$ cat config.mk
export PLATFORM = sky130hd
export DESIGN_NAME = alu_issue_stage
export DESIGN_NICKNAME = d
export VERILOG_FILES = /design/src/rtl/riscv_pkg.sv /design/src/rtl/alu_op_decode.sv /design/src/rtl/alu_issue_stage.sv
export SDC_FILE = /design/constraint.sdc
export NUM_CORES = 1
export LEC_CHECK = 0
export CAP_MARGIN = 20
export CORE_MARGIN = 4
export CORE_UTILIZATION = 35
export DETAILED_ROUTE_END_ITERATION = 12
export PLACE_DENSITY_LB_ADDON = 0.1
export SLEW_MARGIN = 20
export SYNTH_ARGS = -nofsm -noshare
export SYNTH_HDL_FRONTEND = slang
export SYNTH_SLANG_ARGS = --single-unit
$ cat constraint.sdc
create_clock -name clk -period 3.77 [get_ports clk]
set_clock_uncertainty 0.05 [all_clocks]
set_input_delay 0.754 -clock clk [delete_from_list [all_inputs] [get_ports clk]]
set_output_delay 0.754 -clock clk [all_outputs]
set_load 0.02 [all_outputs]
$ cat src/rtl/riscv_pkg.sv
// Shared RV32I issue-stage types: ALU operation codes, opcode constants and
// the packet presented to the ALU.
package riscv_pkg;

    localparam int unsigned XLEN  = 32;
    localparam int unsigned REG_W = 5;

    localparam logic [6:0] OPC_OP     = 7'b0110011;
    localparam logic [6:0] OPC_OP_IMM = 7'b0010011;
    localparam logic [6:0] OPC_LUI    = 7'b0110111;

    typedef enum logic [3:0] {
        AluAdd   = 4'd0,
        AluSub   = 4'd1,
        AluSll   = 4'd2,
        AluSlt   = 4'd3,
        AluSltu  = 4'd4,
        AluXor   = 4'd5,
        AluSrl   = 4'd6,
        AluSra   = 4'd7,
        AluOr    = 4'd8,
        AluAnd   = 4'd9,
        AluPassB = 4'd10
    } alu_op_e;

    // Packet layout is fixed by XLEN/REG_W; the stage parameters must match them.
    typedef struct packed {
        logic [XLEN-1:0]  a;
        logic [XLEN-1:0]  b;
        alu_op_e          alu_ctrl;
        logic [REG_W-1:0] rd;
        logic             illegal;
    } issue_pkt_t;

    // funct3 to ALU op; alt selects SUB (funct3 000) or SRA (funct3 101).
    function automatic alu_op_e funct3_to_op(input logic [2:0] funct3, input logic alt);
        alu_op_e op;
        unique case (funct3)
            3'b000:  op = alt ? AluSub : AluAdd;
            3'b001:  op = AluSll;
            3'b010:  op = AluSlt;
            3'b011:  op = AluSltu;
            3'b100:  op = AluXor;
            3'b101:  op = alt ? AluSra : AluSrl;
            3'b110:  op = AluOr;
            default: op = AluAnd;
        endcase
        return op;
    endfunction

endpackage

$ cat src/rtl/alu_op_decode.sv
// Combinational decode of opcode/funct3/funct7_5 into ALU control and
// operand selects for the issue stage.
module alu_op_decode
    import riscv_pkg::*;
(
    input  logic [6:0] opcode,
    input  logic [2:0] funct3,
    input  logic       funct7_5,
    output alu_op_e    alu_ctrl,
    output logic       b_is_imm,
    output logic       a_zero,
    output logic       illegal
);

    // Resolve operation and operand routing per opcode class
    always_comb begin
        alu_ctrl = AluAdd;
        b_is_imm = 1'b0;
        a_zero   = 1'b0;
        illegal  = 1'b0;
        unique case (opcode)
            OPC_OP: begin
                alu_ctrl = funct3_to_op(funct3, funct7_5);
            end
            OPC_OP_IMM: begin
                // Bit 30 is part of the immediate except for shifts-right.
                alu_ctrl = funct3_to_op(funct3, funct7_5 && (funct3 == 3'b101));
                b_is_imm = 1'b1;
            end
            OPC_LUI: begin
                alu_ctrl = AluPassB;
                b_is_imm = 1'b1;
                a_zero   = 1'b1;
            end
            default: begin
                illegal = 1'b1;
            end
        endcase
    end

endmodule

$ cat src/rtl/alu_issue_stage.sv
// ALU issue stage: decodes RV32I integer ops, selects operands and presents a
// registered packet to the ALU behind valid/ready with a 2-entry skid buffer.
// Optional macro ALU_ISSUE_FWD_EN enables ALU writeback forwarding at capture.
module alu_issue_stage
    import riscv_pkg::*;
#(
    parameter int unsigned DATA_WIDTH = XLEN,
    parameter int unsigned REG_ADDR_W = REG_W
) (
    input  logic                  clk,
    input  logic                  rst_n,
    input  logic                  flush,
    input  logic                  in_valid,
    output logic                  in_ready,
    input  logic [6:0]            opcode,
    input  logic [2:0]            funct3,
    input  logic                  funct7_5,
    input  logic [REG_ADDR_W-1:0] rs1_addr,
    input  logic [REG_ADDR_W-1:0] rs2_addr,
    input  logic [DATA_WIDTH-1:0] rs1_data,
    input  logic [DATA_WIDTH-1:0] rs2_data,
    input  logic [DATA_WIDTH-1:0] imm,
    input  logic [REG_ADDR_W-1:0] rd_in,
    input  logic                  fwd_valid,
    input  logic [REG_ADDR_W-1:0] fwd_rd,
    input  logic [DATA_WIDTH-1:0] fwd_data,
    output logic                  out_valid,
    input  logic                  out_ready,
    output logic [DATA_WIDTH-1:0] a,
    output logic [DATA_WIDTH-1:0] b,
    output logic [3:0]            alu_ctrl,
    output logic [REG_ADDR_W-1:0] rd_out,
    output logic                  illegal
);

    alu_op_e                dec_ctrl;
    logic                   dec_b_imm;
    logic                   dec_a_zero;
    logic                   dec_illegal;
    logic [DATA_WIDTH-1:0]  rs1_val;
    logic [DATA_WIDTH-1:0]  rs2_val;
    issue_pkt_t             new_pkt;

    logic                   out_valid_q, out_valid_d;
    issue_pkt_t             out_pkt_q, out_pkt_d;
    logic                   skid_valid_q, skid_valid_d;
    issue_pkt_t             skid_pkt_q, skid_pkt_d;
    logic                   accept;
    logic                   drain;

    alu_op_decode u_decode (
        .opcode   (opcode),
        .funct3   (funct3),
        .funct7_5 (funct7_5),
        .alu_ctrl (dec_ctrl),
        .b_is_imm (dec_b_imm),
        .a_zero   (dec_a_zero),
        .illegal  (dec_illegal)
    );

`ifdef ALU_ISSUE_FWD_EN
    // Forward the in-flight ALU result over stale register-file data (x0 never forwards)
    always_comb begin
        rs1_val = rs1_data;
        rs2_val = rs2_data;
        if (fwd_valid && (fwd_rd != '0) && (fwd_rd == rs1_addr)) rs1_val = fwd_data;
        if (fwd_valid && (fwd_rd != '0) && (fwd_rd == rs2_addr)) rs2_val = fwd_data;
    end
`else
    logic unused_fwd;
    assign unused_fwd = ^{fwd_valid, fwd_rd, fwd_data, rs1_addr, rs2_addr};
    assign rs1_val    = rs1_data;
    assign rs2_val    = rs2_data;
`endif

    // Build the packet captured on accept
    always_comb begin
        new_pkt          = '0;
        new_pkt.a        = dec_a_zero ? '0 : rs1_val;
        new_pkt.b        = dec_b_imm ? imm : rs2_val;
        new_pkt.alu_ctrl = dec_ctrl;
        new_pkt.rd       = rd_in;
        new_pkt.illegal  = dec_illegal;
    end

    // in_ready depends only on skid occupancy, never on out_ready
    assign in_ready = ~skid_valid_q;
    assign accept   = in_valid && in_ready && !flush;
    assign drain    = out_valid_q && out_ready;

    // Next-state for output register and skid entry
    always_comb begin
        out_valid_d  = out_valid_q;
        out_pkt_d    = out_pkt_q;
        skid_valid_d = skid_valid_q;
        skid_pkt_d   = skid_pkt_q;
        if (flush) begin
            out_valid_d  = 1'b0;
            skid_valid_d = 1'b0;
        end else if (drain) begin
            // Skid full implies no accept this cycle (in_ready low).
            if (skid_valid_q) begin
                out_pkt_d    = skid_pkt_q;
                skid_valid_d = 1'b0;
            end else if (accept) begin
                out_pkt_d = new_pkt;
            end else begin
                out_valid_d = 1'b0;
            end
        end else if (accept) begin
            if (!out_valid_q) begin
                out_valid_d = 1'b1;
                out_pkt_d   = new_pkt;
            end else begin
                skid_valid_d = 1'b1;
                skid_pkt_d   = new_pkt;
            end
        end
    end

    // State registers with asynchronous clear
    always_ff @(posedge clk or negedge rst_n) begin
        if (!rst_n) begin
            out_valid_q  <= 1'b0;
            out_pkt_q    <= '0;
            skid_valid_q <= 1'b0;
            skid_pkt_q   <= '0;
        end else begin
            out_valid_q  <= out_valid_d;
            out_pkt_q    <= out_pkt_d;
            skid_valid_q <= skid_valid_d;
            skid_pkt_q   <= skid_pkt_d;
        end
    end

    assign out_valid = out_valid_q;
    assign a         = out_pkt_q.a;
    assign b         = out_pkt_q.b;
    assign alu_ctrl  = out_pkt_q.alu_ctrl;
    assign rd_out    = out_pkt_q.rd;
    assign illegal   = out_pkt_q.illegal;

endmodule

### After elaboration in Yosys (flattened, before gate mapping)

Index checks and enable logic that the tools add are counted.

| storage, ports and cells | value |
|---|---|
| input bits | 165 |
| bits in registers | 150 |
| output and inout bits | 76 |
| logic and storage cells | 69 |

| operators by class | value |
|---|---|
| equal/unequal tests | 12 |
| muxes and demuxes | 26 |
| reductions and logical operators | 16 |
| bitwise gates (word level) | 3 |

Operators with widths:

| kind | count |
|---|---|
| two-way mux 74 bit | 5 |
| two-way mux 32 bit | 2 |
| case mux 4 bit (7 select lines) | 2 |
| two-way mux 1 bit | 16 |
| == test 7 x 6 -> 1 bit, second input constant | 2 |
| case mux 4 bit (3 select lines) | 1 |
| == test 3 bit, second input constant | 3 |
| AND reduction 4 bit | 2 |
| == test 7 x 5 -> 1 bit, second input constant | 1 |
| == test 3 x 2 -> 1 bit, second input constant | 2 |
| != test 3 bit, second input constant | 2 |
| nonzero test 3 bit | 2 |
| logical AND 1 bit | 4 |
| nonzero test 2 bit | 2 |
| == test 3 x 1 -> 1 bit, second input constant | 1 |
| zero test 3 bit | 1 |
| NOT 1 bit | 3 |
| AND reduction 3 bit | 1 |
| OR reduction 3 bit | 1 |
| != test 2 x 1 -> 1 bit, second input constant | 1 |
| AND reduction 2 bit | 1 |
| OR reduction 2 bit | 1 |
| zero test 1 bit | 1 |

### Longest topological paths before layout

| logic depth | value |
|---|---|
| word-level depth | 8 |
| mapped depth | 8 |
| depth with buffers taken out | 4 |

### Cells and area by module

Synthesis repeated with hierarchy kept, for this count alone.

| unflattened totals | value |
|---|---|
| cells, all modules | 502 |
| area total of the unflattened synthesis | 7587.3 um^2 |

Modules (own cells, without submodules):

| module | seq. area each (um^2) | cells each | area an instance (um^2) | instances |
|---|---|---|---|---|
| alu_issue_stage | 3753.6 | 479 | 7445.9 | 1 |
| alu_op_decode | 0.0 | 23 | 141.4 | 1 |

### Worst setup path after synthesis

OpenSTA, ideal clock, no wires.

| timing | value |
|---|---|
| kind | in2reg |
| start point | input port out_ready |
| end point | register skid_pkt_q[64] (netlist bit) |
| slack | 1750 ps |
| arrival time | 1849 ps |
| setup time | 121 ps |
| path buffers | 2 |
| required time | 3599 ps |
| stages | 4 |
| path through | or4_1 > buf_2 > clkbuf_1 > a22o_1 |

| on the way | value |
|---|---|
| cells in the longest elaborated chain, start to end | 3 |

Ends and longest elaborated chain:

| what | RTL line | RTL |
|---|---|---|
| from (decl) | alu_issue_stage.sv:28 | `input logic out_ready,` |
| logical AND 1 bit | alu_issue_stage.sv:89 | `assign drain = out_valid_q && out_ready;` |
| NOT 1 bit (no source line) | -- |  |
| AND reduction 4 bit (no source line) | -- |  |
| to (signal assigned) | alu_issue_stage.sv:132 | `skid_pkt_q <= skid_pkt_d;` |
| to (decl) | alu_issue_stage.sv:47 | `issue_pkt_t skid_pkt_q, skid_pkt_d;` |

Every way passes these cells.
A chain may end at the register's enable or synchronous reset.

### Worst setup path after layout

| timing | value |
|---|---|
| start point | input port out_ready |
| end point | register skid_pkt_q[71] (netlist bit) |

The elaborated chain is that of the path after synthesis.

==> run metrics <==
hold buffers post-CTS=0; fraction of layout cells with a size suffix above 1=0.0580; commonest cells in the netlist=dfrtp_1 (150), nand2_1 (106), nor2_1 (76); Core Area=18700 um^2; max_slew headroom=0.504; Area Overhead vs Synth=41.0%; Post-Synthesis Cells=660; initial antenna violation count=0; Vias/cell=5.19; Die Area=21300 um^2; Leakage=3.85 nW; Design Area, Final=around 9400 um^2; count of input and output buffers=between 150 and 200; DRT iter0 DRCs=303; ANT cells=0; die height=between 100 and 150 um; first drt pass iteration count=4; dpl hpwl=11900 um; crit-path max FO=32; setup total negative slack=0 ps; grt total ovfl=0; Num CTS Buffers=17; Peak VDD IR=0.000308 V; Post-synth EDFFs=0; wirelength, routed=18600 um; outcome=finished, final reports clean; CTS max path bufs=2; sequential cell area=~3800 um^2; Hold Path Class=in2async; setup violators final=0; I/O pin total=241; Clock Pin Slew Worst Setup and Hold Paths=60 ps; Die W=between 100 and 150 um; RD Place Congestion=0.776; type of origin of the critical path=input pin; clock sink count=150; RSZ-0062 raised after global routing=false; Remaining DRCs=0; cell type with the highest aggregate area in the netlist=dfrtp_1; clk_lat worst skew=between 400 and 500 ps; Worst EP arrival=3020 ps; Worst Path Buf+Inv=2; area share of the largest cell type after synthesis=0.563; syn_nets=825; # Post-CTS Setup Buffers=0; fill count=1682; Ys Warns=0; row count=50; Worst Tran Pin Value=744 ps; Final #Nets=997; largest net degree at the start of global routing=80; TritonCTS clock tree=done; WS Path Type=in2reg; top-count cell post-synth=dfrtp_1; Slowest Stage Delay on Critical Path=920 ps; minimum clock period=2730 ps; Post-CTS Resized=0; count of different cell masters after synthesis=35; Critical Path RT=4060 ps; GRT Total Usage=0.176; largest cells by area after synthesis=dfrtp_1 (56%), a31oi_1 (6.9%), nand2_1 (6.0%); first-pass GRT wire length=30500 um; area post-placement=8790 um^2; Fin. Hold Viols=0; DR vias=about 5600; #FFs+latches synth=150; critical path capture point type=register; Max Transition Viols Final=0; critical path cell sequence=clkdlybuf4s50_1 -> or4_1 -> a21oi_4 -> buf_4 -> a22o_1; Peak Freq=about 0.37 GHz; routed len/inst=17.3 um; Starting Density=0.356; Pwr per Cell Area=542 nW/um^2; share of flip-flops with an asynchronous set or reset=1.00; H-tree Lvls=4; commonest register cell after synthesis=dfrtp_1; Clk Tree Root Cell=clkbuf_16; top cell family by delay on the critical path=simple AND/OR/NAND/NOR gates; final period utilization=0.723; highest-delay cell along the critical path=or4_1; Multi-input gate area=2660 um^2; antenna viol nets, final=0; syn_area_per_cell=10.1 um^2; Max-cap violations=0; register area share after synthesis=0.563; number of global-route vias before repair=5855; cell area after synthesis=6660 um^2
-- flip-flops by register name, indices dropped and copies added (netlist names) --
register      count
a                32
alu_ctrl          4
b                32
illegal           1
out_valid         1
rd_out            5
skid_pkt_q       74
skid_valid_q      1
-- cell usage in the layout, fill, tap and decap left out, drive strengths merged, types with 2 or more instances in the layout --
| master | Yosys | final |
|---|---|---|
| a31oi | 75 | 75 |
| nand2 | 106 | 106 |
| a211oi | 2 | 2 |
| clkinvlp | 0 | 3 |
| clkbuf | 20 | 21 |
| bufinv | 0 | 3 |
| inv | 4 | 5 |
| nand2b | 33 | 33 |
| a2111oi | 2 | 2 |
| and2 | 2 | 2 |
| a22oi | 32 | 32 |
| and3 | 2 | 2 |
| clkdlybuf4s50 | 0 | 191 |
| buf | 32 | 14 |
| o21ai | 3 | 3 |
| a21oi | 35 | 35 |
| dfrtp | 150 | 150 |
| nand3 | 7 | 7 |
| nor2 | 76 | 76 |
| o311ai | 2 | 2 |
| clkinv | 0 | 4 |
| a22o | 32 | 32 |
| mux2i | 33 | 33 |
-- cell families (layout without fill, tap and decap cells) --
group                     Yosys count  count (layout)  synth area share
and+or+nand+nor                   234             234             0.152
muxes                              34              34            0.0513
AOI/OAI and AO/OA                 185             185             0.190
DFF                               150             150             0.563
xor gates and xnor gates            1               1           0.00132
buffers and inverters              56             241            0.0419
-- path summary, 6_finish.rpt --
kind / depth (start not counted) / start / slack [ps] / end
setup / recovery: 5 / out_ready / 1040 / skid_pkt_q[71]$_DFFE_PN0P_
hold / removal: 1 / rst_n / 310 / a[9]$_DFFE_PN0P_
setup reg to reg: 5 / out_valid$_DFFE_PN0P_ / 1370 / skid_pkt_q[71]$_DFFE_PN0P_
hold reg to reg: 2 / skid_pkt_q[4]$_DFFE_PN0P_ / 430 / skid_pkt_q[4]$_DFFE_PN0P_
max in group asynchronous: 2 / rst_n / 2480 / a[1]$_DFFE_PN0P_
min in group clk: 2 / skid_pkt_q[4]$_DFFE_PN0P_ / 430 / skid_pkt_q[4]$_DFFE_PN0P_
-- cell type report --
cell class	count	area share
clock buffer	21	0.0480
tap	234	0.0312
timing repair buffer	205	0.220
multi-input combinational	454	0.283
clock inverter	11	0.0159
inverter	4	0.00160
sequential	150	0.400
-- through the flow --
step | setup slack, ps | total power [mW] | std cells | utilization | hold WS (ps)
after floorplan | 1750 | 2.79 | 660 | - | 389
after global placement | 652 | 3.37 | 1047 | 0.470 | 408
after detailed placement | 603 | 3.40 | 1047 | 0.470 | 413
after CTS | 1050 | 5.16 | 1079 | 0.502 | 338
after global routing | 933 | 5.37 | 1079 | 0.502 | 341
final | 1040 | 5.09 | 1079 | 0.502 | 308
-- power breakdown --
group	switching (mW)	total, mW	internal [mW]
combinational	0.562	1.20	0.640
clock	0.667	1.73	1.06
sequential	0.190	2.16	1.97
total	1.42	5.09	3.67
-- per-layer routing --
metal	GRT usage	part of all wire
met5	0	0
met4	0.0584	0.0068
met3	0.0554	0.063
met2	0.288	0.48
met1	0.223	0.45
Power figures use the tool's default switching activity.
==> edit 1 (same flow settings) <==
Add a define of `ALU_ISSUE_FWD_EN`.
--- a/src/rtl/alu_issue_stage.sv
+++ b/src/rtl/alu_issue_stage.sv
@@ -2,4 +2,6 @@
 // registered packet to the ALU behind valid/ready with a 2-entry skid buffer.
 // Optional macro ALU_ISSUE_FWD_EN enables ALU writeback forwarding at capture.
+`define ALU_ISSUE_FWD_EN
+
 module alu_issue_stage
     import riscv_pkg::*;
Behaviour: not the same (a bounded check fails within 4 cycles, from zero or initial values and one cycle with rst_n low).
==> edit 1 against the original RTL <==
  * Power increased by 1.7%
  * Core utilization up 1.3 points
  * Highest routed layer unchanged
  * Global-route usage grew 3.6 points
  * Cell area increased by 16%
  * Sequential cell count unchanged
  * Synthesized area up 14%
  * Register-to-register slack better by 0.26 ns
  * Largest power group unchanged
  * Routed wire length rose by 38%
  * Worst setup slack better by 0.029 ns
==> edit 1: results <==
metrics = {
    "outcome": {
        "status": "complete, no violations",
    },
    "global_routing": {
        "grt_max_degree": 78,
        "gr-usage-all-layers": 0.212,
        "antenna_found_initial": 1,
        "grt_pass1_vias": 6611,
        "grt_pass1_wl_mm": 39.6,
    },
    "cells_and_area": {
        "fin_nets": 1172,
        "regMostFlops": "skid_pkt_q",
        "largest_reg_flops": 74,
        "drive_gt1_frac": 0.0962,
        "n_fill_cell": 1969,
    },
    "yosys": {
        "ys_seq_area_frac": 0.496,
        "ys_types": 36,
        "async_reset_ff_frac": 1.00,
        "synth_common_cells": "150 x dfrtp_1, 130 x nor2_1, 81 x nand2_1",
        "postSynthAreaPerCell_sq_um": 9.54,
        "synth_nets": 958,
        "ys.warnings.count": 0,
        "ys_top_cells_by_area": "dfrtp_1 50%, nor2_1 6.5%, o31ai_1 6.4%, mux2_4 6.0%, mux2i_1 5.3%",
    },
    "placed_design": {
        "dp_slack_ns": 0.651,
        "place.port_buffers": 240,
        "place.gp.congestion": 0.830,
        "place_hpwl_mm": 17.6,
        "dpl.cell_count": 1263,
    },
    "cts": {
        "clockRootBuffer": "clkbuf_16",
        "post_cts_resized": 0,
        "cts_buffer_depth": 2,
        "worst_skew_pair.late_latency_ns": 0.41,
        "cts_buffers": 17,
        "clkSlewWorstSetupHoldPaths_ns": 0.06,
        "postCtsSetupBuffers": 0,
    },
    "pwr": {
        "vdd_ir_drop_max_mv": 0.253,
        "intPower_mw": 3.67,
        "leakagePower_nw": 4.59,
    },
    "routing": {
        "detailedRoute.firstIterationViolations": 338,
        "routed_wirelength_mm": 25.7,
        "viasPerCell": 5.09,
        "post_drt_wl_per_cell_um": 19.9,
        "first_pass_iters": 4,
    },
    "critical_path": {
        "cp-startpoint": "fwd_rd[1]",
        "cp.arrival_ns": 2.95,
    },
    "hold_path": {
        "hold_class": "input pin to asynchronous set/reset pin",
    },
    "timing": {
        "worst_pin_slew_ns": 0.625,
        "fin_setup_tns_ns": 0,
        "max_freq_ghz": 0.371,
    },
}
## edit 1: cells by family after synthesis
kind of cell | synth area share
AND/OR/NAND/NOR | 0.151
AO/OA/AOI/OAI | 0.178
flip-flops | 0.496
multiplexers | 0.126
buffers and inverters | 0.0359
XOR/XNOR | 0.0127
## edit 1: metrics by stage
stage                util  total power, mW  cell area (sq um)
floorplan               -             2.76               7560
global placement    0.487             3.45              10300
detailed placement  0.487             3.46              10300
CTS                 0.515             5.23              10900
global route        0.516             5.45              10900
finish              0.516             5.17              10900
## edit 1: final cells by class
| class | count | area share |
|---|---|---|
| Clock buffer | 19 | 0.0406 |
| Clock inverter | 12 | 0.0140 |
| Tap cell | 275 | 0.0316 |
| Antenna cell | 1 | 0.000229 |
| Multi-Input combinational cell | 578 | 0.329 |
| Sequential cell | 150 | 0.344 |
| Inverter | 2 | 0.000688 |
| Timing Repair Buffer | 258 | 0.240 |
## edit 1: worst paths after layout
path / end / slack [ns] / depth (start not counted)
min in group clk: skid_pkt_q[23] / 0.42 / 2
worst min-delay path: a[3] / 0.27 / 1
worst max register to register: skid_pkt_q[17] / 1.63 / 4
max in group asynchronous: skid_valid_q / 2.60 / 2
worst min register to register: skid_pkt_q[23] / 0.42 / 2
worst max-delay path: skid_pkt_q[40] / 1.07 / 7
## edit 1: power groups by stage
stage	logic, mW	clock network [mW]	registers, mW
2_1_floorplan	0.453	0	2.31
3_3_place_gp	1.30	0	2.15
3_5_place_dp	1.31	0	2.15
4_1_cts	1.32	1.78	2.13
5_1_grt	1.42	1.86	2.17
6_report	1.30	1.74	2.13
## edit 1: routing by layer
layer / share of wire / global-route usage / wire length (um) / vias up
met5: 0 / 0 / 0 / -
met4: 0.010 / 0.0496 / 261 / 0
met3: 0.059 / 0.0495 / 1520 / 15
met2: 0.45 / 0.318 / 11600 / 185
met1: 0.48 / 0.311 / 12300 / 3151
li1: - / - / - / 3238
## edit 1: critical path: stages
cell	delay, ns
clkdlybuf4s50_1	0.48
or4_1	0.56
o21ai_2	0.25
nor4_4	0.09
buf_12	0.20
mux2_4	0.33
o31ai_1	0.25
==> edit 2 (config.mk and constraints unchanged) <==
Without the edit above. Reset style: synchronous (`rst_n`), changed in one clocked block. Comments in the files are not updated.
--- a/src/rtl/alu_issue_stage.sv
+++ b/src/rtl/alu_issue_stage.sv
@@ -120,5 +120,5 @@
 
     // State registers with asynchronous clear
-    always_ff @(posedge clk or negedge rst_n) begin
+    always_ff @(posedge clk) begin
         if (!rst_n) begin
             out_valid_q  <= 1'b0;
Check against the original RTL: differs if rst_n is asserted again (counterexample within 4 cycles, from zero or initial values and one cycle with rst_n low); with rst_n held inactive, the same outputs for 4 cycles.
==> edit 2 against the original RTL <==
  * Cell area fell by 4.8%
  * Routed wire length about the same
  * Synthesized area down 4.3%
  * Worst setup slack improved by 0.26 ns
  * Synthesized cell count increased by 14%
  * Maximum frequency rose by 11%
  * Critical endpoint is now skid_pkt_q[44]
  * Sequential cell count is the same
Power is not compared: it rests on default switching activity, and its combinational part moved more than twofold at a synthesized area within 25%.
==> edit 2: results <==
metrics = {
    "placed_design": {
        "dpl.cell_count": 1107,
        "place.port_buffers": 192,
        "place_hpwl_mm": 11.8,
        "place.gp.congestion": 0.810,
        "dpl-instance-area_sq_mm": 0.00839,
    },
    "routing": {
        "met3_length_mm": 1.33,
        "dr_wl_met2_mm": 8.71,
        "first_pass_iters": 4,
        "top_layer_used": "met4",
        "wl_met1_mm": 8.32,
        "viasPerCell": 5.38,
        "detailedRoute.firstIterationViolations": 364,
        "routed_wirelength_mm": 18.6,
        "num_vias": 6128,
    },
    "yosys": {
        "ys.warnings.count": 0,
        "postSynthAreaPerCell_sq_um": 8.46,
        "synth_common_cells": "150 x dfxtp_1, 135 x nand2_1, 73 x nand3_1",
        "async_reset_ff_frac": 0,
        "synth_top_flop_cell": "dfxtp_1",
        "ys_top_cells_by_area": "dfxtp_1 47%, nand2_1 8.0%, nand3_1 5.7%, o21ai_0 5.5%, mux2i_1 5.0%",
        "synth_nets": 918,
        "ys_seq_area_frac": 0.471,
    },
    "cells_and_area": {
        "n_fill_cell": 1692,
        "area_growth_syn_to_layout_pct": 40.3,
        "regMostFlops": "skid_pkt_q",
        "drive_gt1_frac": 0.0529,
        "largest_reg_flops": 74,
    },
    "cts": {
        "post_cts_resized": 0,
        "cts_buffers": 17,
        "clockRootBuffer": "clkbuf_16",
        "clkSlewWorstSetupHoldPaths_ns": 0.06,
        "worst_skew_pair.late_latency_ns": 0.41,
    },
    "global_routing": {
        "gr-usage-all-layers": 0.179,
        "antenna_found_initial": 1,
        "grt_max_degree": 114,
        "use_met2": 0.296,
        "met3_usage": 0.0526,
        "top_usage_layer": "met2",
        "grt_pass1_wl_mm": 30.0,
        "use_met1": 0.225,
    },
    "critical_path": {
        "max_stage_delay_ns": 0.82,
        "cp_max_fo": 30,
        "cp.arrival_ns": 2.71,
    },
    "pwr": {
        "leakagePower_nw": 3.33,
        "vdd_ir_drop_max_mv": 0.293,
        "p_sw_frac": 0.248,
    },
    "outcome": {
        "status": "complete, no violations",
    },
    "timing": {
        "finalHoldViolations": 0,
        "worst_pin_slew_ns": 0.694,
    },
    "hold_path": {
        "hold_class": "register to register",
    },
}
## edit 2: cell families (layout without fill, tap and decap cells)
kind of cell	Yosys count	count (layout)	share of synthesized area
AOI/OAI and AO/OA	229	229	0.232
and+or+nand+nor	259	259	0.191
muxes	32	32	0.0503
DFF	150	150	0.471
buffers and inverters	83	238	0.0556
other	0	1	0
## edit 2: final cells by class
class,count,area share
clock inverter,12,0.0122
inverter,4,0.00168
multi-input combinational,520,0.339
tap,229,0.0321
sequential,150,0.336
clock buffer,18,0.0480
timing repair buffer,204,0.230
antenna,1,0.000280
## edit 2: power by group through the flow
| stage | clock, mW | combinational [mW] | sequential [mW] |
|---|---|---|---|
| global placement | 0 | 0.483 | 1.71 |
| finish | 1.56 | 0.489 | 1.68 |
| global route | 1.66 | 0.529 | 1.68 |
| detailed placement | 0 | 0.491 | 1.71 |
| floorplan | 0 | 0.157 | 1.77 |
| CTS | 1.60 | 0.493 | 1.68 |
## edit 2: path summary, 6_finish.rpt
path,start,to,slack [ns],cells after the start
min,skid_pkt_q[73],skid_pkt_q[73],0.40,2
max reg2reg,out_valid,skid_pkt_q[44],1.71,5
max,out_ready,skid_pkt_q[44],1.31,5
min reg2reg,skid_pkt_q[73],skid_pkt_q[73],0.40,2
## edit 2: stage by stage
step / hold slack (ns) / worst slack (ns)
floorplan: 0.385 / 1.70
global placement: 0.390 / 0.822
detailed placement: 0.397 / 0.763
CTS: 0.406 / 1.20
global route: 0.426 / 1.21
finish: 0.404 / 1.31
## edit 2: worst max-delay path, delay by kind of cell
family	cells	cell delay, ns
AND/OR/NAND/NOR	2	0.93
AO/OA/AOI/OAI	1	0.09
buffers and inverters	2	0.93
